### config.mk
export PLATFORM = sky130hd
export DESIGN_NAME = ahb_pwm_multi
export DESIGN_NICKNAME = d
export VERILOG_FILES = /design/src/rtl/ahb_pwm_multi.sv
export SDC_FILE = /design/constraint.sdc
export NUM_CORES = 1
export LEC_CHECK = 0
export ABC_AREA = 1
export BUFFER_PORTS_ARGS = -buffer_cell sky130_fd_sc_hd__buf_4
export CORE_MARGIN = 4
export CORE_UTILIZATION = 55
export DETAILED_ROUTE_END_ITERATION = 10
export HOLD_SLACK_MARGIN = 0.12
export PLACE_DENSITY = 0.77
export SYNTH_ARGS = -nofsm -noshare
export SYNTH_HDL_FRONTEND = slang
export SYNTH_SLANG_ARGS = --single-unit
### constraint.sdc
create_clock -name HCLK -period 15.69 [get_ports HCLK]
set_input_delay 0 -clock HCLK [delete_from_list [all_inputs] [get_ports HCLK]]
set_output_delay 0 -clock HCLK [all_outputs]
set_load 0.01 [all_outputs]
### src/rtl/ahb_pwm_multi.sv
// rtl/ahb_pwm_multi.sv - multi-channel PWM generator behind a zero-wait AHB-Lite slave
// Per-channel period/duty are double-buffered and take effect at each counter wrap.
module ahb_pwm_multi #(
  parameter int NUM_CH = 4,
  parameter int CNT_W  = 16
) (
  input  logic              HCLK,
  input  logic              HRESET,
  input  logic              HSEL,
  input  logic [31:0]       HADDR,
  input  logic [1:0]        HTRANS,
  input  logic              HWRITE,
  input  logic [2:0]        HSIZE,
  input  logic [31:0]       HWDATA,
  input  logic              HREADY,
  output logic [31:0]       HRDATA,
  output logic              HREADYOUT,
  output logic [1:0]        HRESP,
  output logic [NUM_CH-1:0] pwm_out
);

  logic              dp_valid;
  logic              dp_write;
  logic [9:0]        dp_addr;
  logic              wr_en;
  logic              sel_ctrl;
  logic              sel_stat;
  logic [NUM_CH-1:0] sel_ch;
  logic [NUM_CH-1:0] wr_period;
  logic [NUM_CH-1:0] wr_duty;
  logic [NUM_CH-1:0] wrap;
  logic [NUM_CH-1:0] w1c;
  logic [NUM_CH-1:0] enable;
  logic [NUM_CH-1:0] invert;
  logic [NUM_CH-1:0] flags;
  logic [CNT_W-1:0]  pend_period [NUM_CH];
  logic [CNT_W-1:0]  pend_duty   [NUM_CH];
  logic [CNT_W-1:0]  act_period  [NUM_CH];
  logic [CNT_W-1:0]  act_duty    [NUM_CH];
  logic [CNT_W-1:0]  cnt         [NUM_CH];
  logic              unused_bits;

  assign HREADYOUT   = 1'b1;
  assign HRESP       = 2'b00;
  assign unused_bits = ^{HADDR[31:12], HADDR[1:0], HTRANS[0], HSIZE, HWDATA};

  // dp_addr is a word address: 0x000 CTRL, 0x001 STAT, 0x04x..0x07x channel blocks
  always_comb begin
    wr_en     = dp_valid & dp_write & HREADY;
    sel_ctrl  = (dp_addr == 10'h000);
    sel_stat  = (dp_addr == 10'h001);
    w1c       = (wr_en && sel_stat) ? HWDATA[NUM_CH-1:0] : {NUM_CH{1'b0}};
    sel_ch    = '0;
    wr_period = '0;
    wr_duty   = '0;
    wrap      = '0;
    for (int n = 0; n < NUM_CH; n++) begin
      sel_ch[n]    = (dp_addr[9:6] == 4'h1) && (dp_addr[5:2] == 4'(n));
      wr_period[n] = wr_en && sel_ch[n] && (dp_addr[1:0] == 2'd0);
      wr_duty[n]   = wr_en && sel_ch[n] && (dp_addr[1:0] == 2'd1);
      wrap[n]      = enable[n] && (cnt[n] == act_period[n]);
    end
  end

  always_comb begin
    HRDATA = '0;
    if (dp_valid && !dp_write) begin
      if (sel_ctrl) begin
        HRDATA[NUM_CH-1:0]  = enable;
        HRDATA[16 +: NUM_CH] = invert;
      end
      if (sel_stat) HRDATA[NUM_CH-1:0] = flags;
      for (int n = 0; n < NUM_CH; n++) begin
        if (sel_ch[n]) begin
          case (dp_addr[1:0])
            2'd0:    HRDATA[CNT_W-1:0] = pend_period[n];
            2'd1:    HRDATA[CNT_W-1:0] = pend_duty[n];
            2'd2:    HRDATA[CNT_W-1:0] = cnt[n];
            default: ;
          endcase
        end
      end
    end
  end

  always_ff @(posedge HCLK or posedge HRESET) begin
    if (HRESET) begin
      dp_valid <= 1'b0;
      dp_write <= 1'b0;
      dp_addr  <= '0;
      enable   <= '0;
      invert   <= '0;
      flags    <= '0;
      pwm_out  <= '0;
      for (int n = 0; n < NUM_CH; n++) begin
        pend_period[n] <= '0;
        pend_duty[n]   <= '0;
        act_period[n]  <= '0;
        act_duty[n]    <= '0;
        cnt[n]         <= '0;
      end
    end else begin
      if (HREADY) begin
        dp_valid <= HSEL & HTRANS[1];
        dp_write <= HWRITE;
        dp_addr  <= HADDR[11:2];
      end
      if (wr_en && sel_ctrl) begin
        enable <= HWDATA[NUM_CH-1:0];
        invert <= HWDATA[16 +: NUM_CH];
      end
      // A wrap in the same cycle as a W1C keeps the flag set
      flags <= (flags & ~w1c) | wrap;
      for (int n = 0; n < NUM_CH; n++) begin
        if (wr_period[n]) pend_period[n] <= HWDATA[CNT_W-1:0];
        if (wr_duty[n])   pend_duty[n]   <= HWDATA[CNT_W-1:0];
        if (!enable[n] || wrap[n]) begin
          cnt[n]        <= '0;
          act_period[n] <= pend_period[n];
          act_duty[n]   <= pend_duty[n];
        end else begin
          cnt[n] <= cnt[n] + CNT_W'(1);
        end
        pwm_out[n] <= enable[n] ? ((cnt[n] < act_duty[n]) ^ invert[n]) : invert[n];
      end
    end
  end

endmodule

# Word level (Yosys, flattened, before mapping)
# Cells that the tools add are included.
[word_totals]
wordCells = 113
regBits = 348
[op_classes]
add_sub_neg = 4
n_lt_le_gt_ge = 4
bitwise = 10
mux = 22
eq_ne = 11
reduce_logical = 35
[op_table]
columns = ["cell", "count"]
rows = [
  ["16-bit one-hot mux with 3 select lines", 4],
  ["16-bit 2-to-1 mux", 8],
  ["16-bit by 1-bit adder with 16-bit output, second input constant", 4],
  ["16-bit == test", 4],
  ["16-bit < comparator", 4],
  ["1-bit logical AND", 23],
  ["20-bit 2-to-1 mux", 1],
  ["4-bit 2-to-1 mux", 5],
  ["10-bit by 1-bit == test with 1-bit output, second input constant", 1],
  ["10-bit logical NOT", 1],
  ["4-bit by 1-bit == test with 1-bit output, second input constant", 2],
  ["4-bit by 2-bit == test with 1-bit output, second input constant", 2],
  ["1-bit logical NOT", 5],
  ["4-bit AND", 1],
  ["4-bit logical NOT", 1],
  ["1-bit logical OR", 4],
  ["1-bit 2-to-1 mux", 4],
  ["4-bit NOT", 1],
  ["4-bit bitwise OR", 1],
  ["1-bit bitwise XOR", 4],
  ["1-bit AND", 3],
  ["2-bit by 1-bit == test with 1-bit output, second input constant", 1],
  ["2-bit == test, second input constant", 1],
  ["2-bit logical NOT", 1],
]

# Longest topological paths before layout
[logic_depth]
word_depth = 13
mapped_depth = 13
mapped_depth_nobuf = 13

# Worst setup path after synthesis
# No wires, ideal clock.
[synth_path]
kind = "register to register"
from = "register cnt[29] in the netlist's numbering"
to = "register cnt[27] in the netlist's numbering"
path_stages_with_launch = 10
arrival_ps = 1452
setup_time_ps = 120
path_slack_ps = 14118
cell_sequence = "dfrtp_1 -> or2_0 -> a21oi_1 -> nand3_1 -> nor2_2 -> nand2_2 -> nand2_1 -> buf_4 -> buf_4 -> nor2_1"
[synth_via]
elab_chain_cells = 4
[synth_lines]
columns = ["item", "line", "source"]
rows = [
  ["start: declaration", "40", "logic [CNT_W-1:0] cnt [NUM_CH];"],
  ["start signal: indexed assignment", "122", "cnt[n] <= cnt[n] + CNT_W'(1);"],
  ["16-bit == test", "61", "wrap[n] = enable[n] && (cnt[n] == act_period[n]);"],
  ["1-bit logical AND", "61", ""],
  ["1-bit logical OR", "117", "if (!enable[n] || wrap[n]) begin"],
  ["16-bit 2-to-1 mux", "117", ""],
]
# No other way between the ends.
# A chain may end at the register's enable or synchronous reset.

# Final worst setup path
[layout_path]
from = "register dp_addr[1]"
to = "output port HRDATA[0]"
[layout_via]
elab_chain_cells = 13
word_cells_on_any_way = 17
[layout_lines]
columns = ["item", "line", "source"]
rows = [
  ["start: declaration", "24", "logic [9:0] dp_addr;"],
  ["start signal: assignment", "106", "dp_addr <= HADDR[11:2];"],
  ["10-bit logical NOT", "50", "sel_ctrl = (dp_addr == 10'h000);"],
  ["4-bit 2-to-1 mux", "68", "if (sel_ctrl) begin"],
  ["4-bit 2-to-1 mux", "72", "if (sel_stat) HRDATA[NUM_CH-1:0] = flags;"],
  ["4-bit 2-to-1 mux", "67", "if (dp_valid && !dp_write) begin"],
  ["16-bit one-hot mux with 3 select lines", "75", "case (dp_addr[1:0])"],
  ["16-bit 2-to-1 mux", "74", "if (sel_ch[n]) begin"],
  ["16-bit one-hot mux with 3 select lines", "75", ""],
  ["16-bit 2-to-1 mux", "74", ""],
  ["16-bit one-hot mux with 3 select lines", "75", ""],
  ["16-bit 2-to-1 mux", "74", ""],
  ["16-bit one-hot mux with 3 select lines", "75", ""],
  ["16-bit 2-to-1 mux (*)", "74", ""],
  ["20-bit 2-to-1 mux (*)", "67", ""],
  ["end: declaration", "16", "output logic [31:0] HRDATA,"],
]
# Mark *: on every way between the ends. The rest lies on a longest branch, timed or not. The select of a mux whose other input is x is not followed.

==> results.toml <==
[status]
status = "completed"

[die]
core_um2 = 32600
die_w_um = 190
die_y_um = 190
start_util = 0.560
die_area_um2 = 36200
std_cell_rows = 66
io_pins = 113

[pwr]
power.switching_mw = 0.457
swShare = 0.242
clockPowerShare = 0.453
p_comb_frac = 0.065
seqPwrFrac = 0.482
p_leak_nw = 9.69
power_mw = 1.89
peakVddDrop_mv = 0.0788
p_per_area_nw_per_um2 = 92.2
p_int_mw = 1.43

[critical_path]
cp-end-kind = "output pin"
crit_start = "dp_addr[1]"
worstPathMaxFanout = 50
r2r_start = "dp_addr[1]"
worstPathArrival_ns = 3.53
worstSetupStartpointType = "register"
required_ns = 15.69
path_class = "register to output pin"

[timing]
skew_ns = 0.0144
fin_crit_sh = 0.225
fin_ws_ns = 12.16
setup-tns-final_ns = 0
relSlewSlack = 0.166
timing.fmax_mhz = 283
fin_crit_ns = 3.53
max_slew.worst_pin.slew_ns = 1.25
finalSetupViolCount = 0
final_max_slew_viol_count = 0
final_hold_viol_count = 0
rsz0062_at_grt = "no"

[drt]
drt_iter0_drc = 1568
wire_per_inst_um = 18.5
antenna_left = 0
first_pass_iters = 5
wirelength_mm = 52.2
vias_per_cell = 5.68
drc = 0
num_vias = 16000

[place]
place_ws_ns = 12.38
dp_cells = 2691
place_congestion = 0.955
placed_cell_area_um2 = 18800
place_hpwl_mm = 33.3
numPortBuffers = 59

[cts]
cts.sinks = 348
clock_latency_ns = 0.52
cts_buffers = 38
cts_buffer_depth = 3
cts_setup_buffers = 0
clk_pin_slew_ns = 0.06
htree_levels = 2
hold_buffers = 54
cts_tree = "built"
postCtsResizedCells = 0
cts-root-buf = "clkbuf_16"

[synth]
synth_edf_count = 0
yosysSeqAreaShare = 0.477
synthDistinctLibCells = 41
synth_common_cells = "732 x nand2_1, 348 x dfrtp_1, 222 x nand3_1"
syn_area_per_cell_um2 = 7.95
syn_area_um2 = 18300
synth-async-reset-ratio = 1.00
ys_ff_latch = 348
synthFlopType = "dfrtp_1"
yosys.area.top_type_share = 0.477
synth_most_common_cell = "nand2_1"
yosysTopAreaCell = "dfrtp_1"
netlist_top_cells_area = "dfrtp_1 48%, nand2_1 15%, nand3_1 6.1%"
yosys_warnings = 0
synth_cells = 2298

[final_layout]
drive_gt1_frac = 0.0608
layout.cells.non_filler = 2817
finalNetCount = 2481
stdcell_area_um2 = 20500
layout-area-overhead-vs-synth_pct = 12.1
fillCellCount = 2739

[run]
maxCapViolCount = 0

[grt]
grt_max_degree = 134
antenna_found_initial = 1
grtUsageTotal = 0.291
grt_pass1_wl_mm = 83.8
grt_pass1_vias = 15600
grt_overflow_total = 0

[min_path]
hold_path.class = "input pin to asynchronous set/reset pin"
[cell families after synthesis]
kind of cell             synth area share
AO/OA/AOI/OAI                      0.0856
XOR/XNOR                           0.0513
adder cells (fa/ha/maj)            0.0438
buffers and inverters              0.0751
flip-flops                          0.477
multiplexers                      0.00185
other                            0.000411
AND/OR/NAND/NOR                     0.265
[power by group through the flow]
stage                     Clock (mW)  Sequential [mW]  Combinational, mW
after detailed placement           0            0.927              0.106
after global routing           0.898            0.911              0.132
after CTS                      0.863            0.910              0.118
final                          0.855            0.911              0.123
after global placement             0            0.926              0.105
after floorplan                    0            0.926             0.0688
[metrics by stage]
step / hold WS, ns / utilization
finish: 0.238 / 0.628
global route: 0.306 / 0.627
CTS: 0.271 / 0.627
detailed placement: 0.222 / 0.575
global placement: 0.212 / 0.575
floorplan: 0.121 / -
[critical path, cell delays in order (launching register included)]
cell and delay [ns]:
dfrtp_1 0.47, nor2_4 0.47, buf_4 0.66, nand3_1 0.14, nor2_1 0.55, nand2_1 0.11, nand3_1 0.11, nand2_1 0.06
nand3_1 0.14, nand2_1 0.09, inv_1 0.07, buf_4 0.11
[metal layers]
metal,vias up,share of wire,GRT usage,wire (µm)
li1,7469,-,-,-
met1,7620,0.41,0.394,21200
met2,755,0.45,0.452,23700
met3,143,0.092,0.0630,4780
met4,0,0.048,0.133,2520
met5,-,0,0,0
[final cells by class]
type | count | area [µm²] | area share
multi-input cells | 1646 | 8250 | 0.403
repair buffers | 128 | 1100 | 0.0535
flip-flops and latches | 348 | 8710 | 0.425
diodes | 5 | 12.5 | 0.000611
clock buffers | 61 | 1140 | 0.0556
inverters | 181 | 687 | 0.0335
clock inverters | 6 | 37.5 | 0.00183
well taps | 442 | 553 | 0.0270
[placed cells by master (no fill, tap or decap), drive strengths merged, types with 13 or more instances in the layout]
cell,synthesis,final
a21oi,81,81
a31oi,13,13
buf,77,74
clkbuf,59,61
conb,2,15
dfrtp,348,348
dlygate4sd3,0,54
ha,64,64
inv,180,181
nand2,736,736
nand3,222,222
nand4,27,27
nor2,134,134
nor3,18,18
nor4,13,13
o211ai,18,18
o21ai,169,169
xnor2,58,58
xor2,49,49
[worst paths after layout]
kind | slack (ns) | end | cells after the start
worst max register to register | 12.20 | invert[3] | 7
worst max-delay path | 12.16 | HRDATA[0] | 11
min in group HCLK | 0.29 | invert[2] | 4
max in group asynchronous | 13.21 | act_duty[5] | 5
worst min-delay path | 0.24 | pwm_out[0] | 3
worst min register to register | 0.50 | act_duty[32] | 2
[sequential cells by signal, indices dropped and copies added (netlist names)]
register     flops
act_duty        64
act_period      64
cnt             64
pend_duty       64
pend_period     64
dp_addr         10
enable           4
flags            4
invert           4
pwm_out          4
dp_valid         1
dp_write         1
Note: power is estimated with default switching activity, not from simulation.
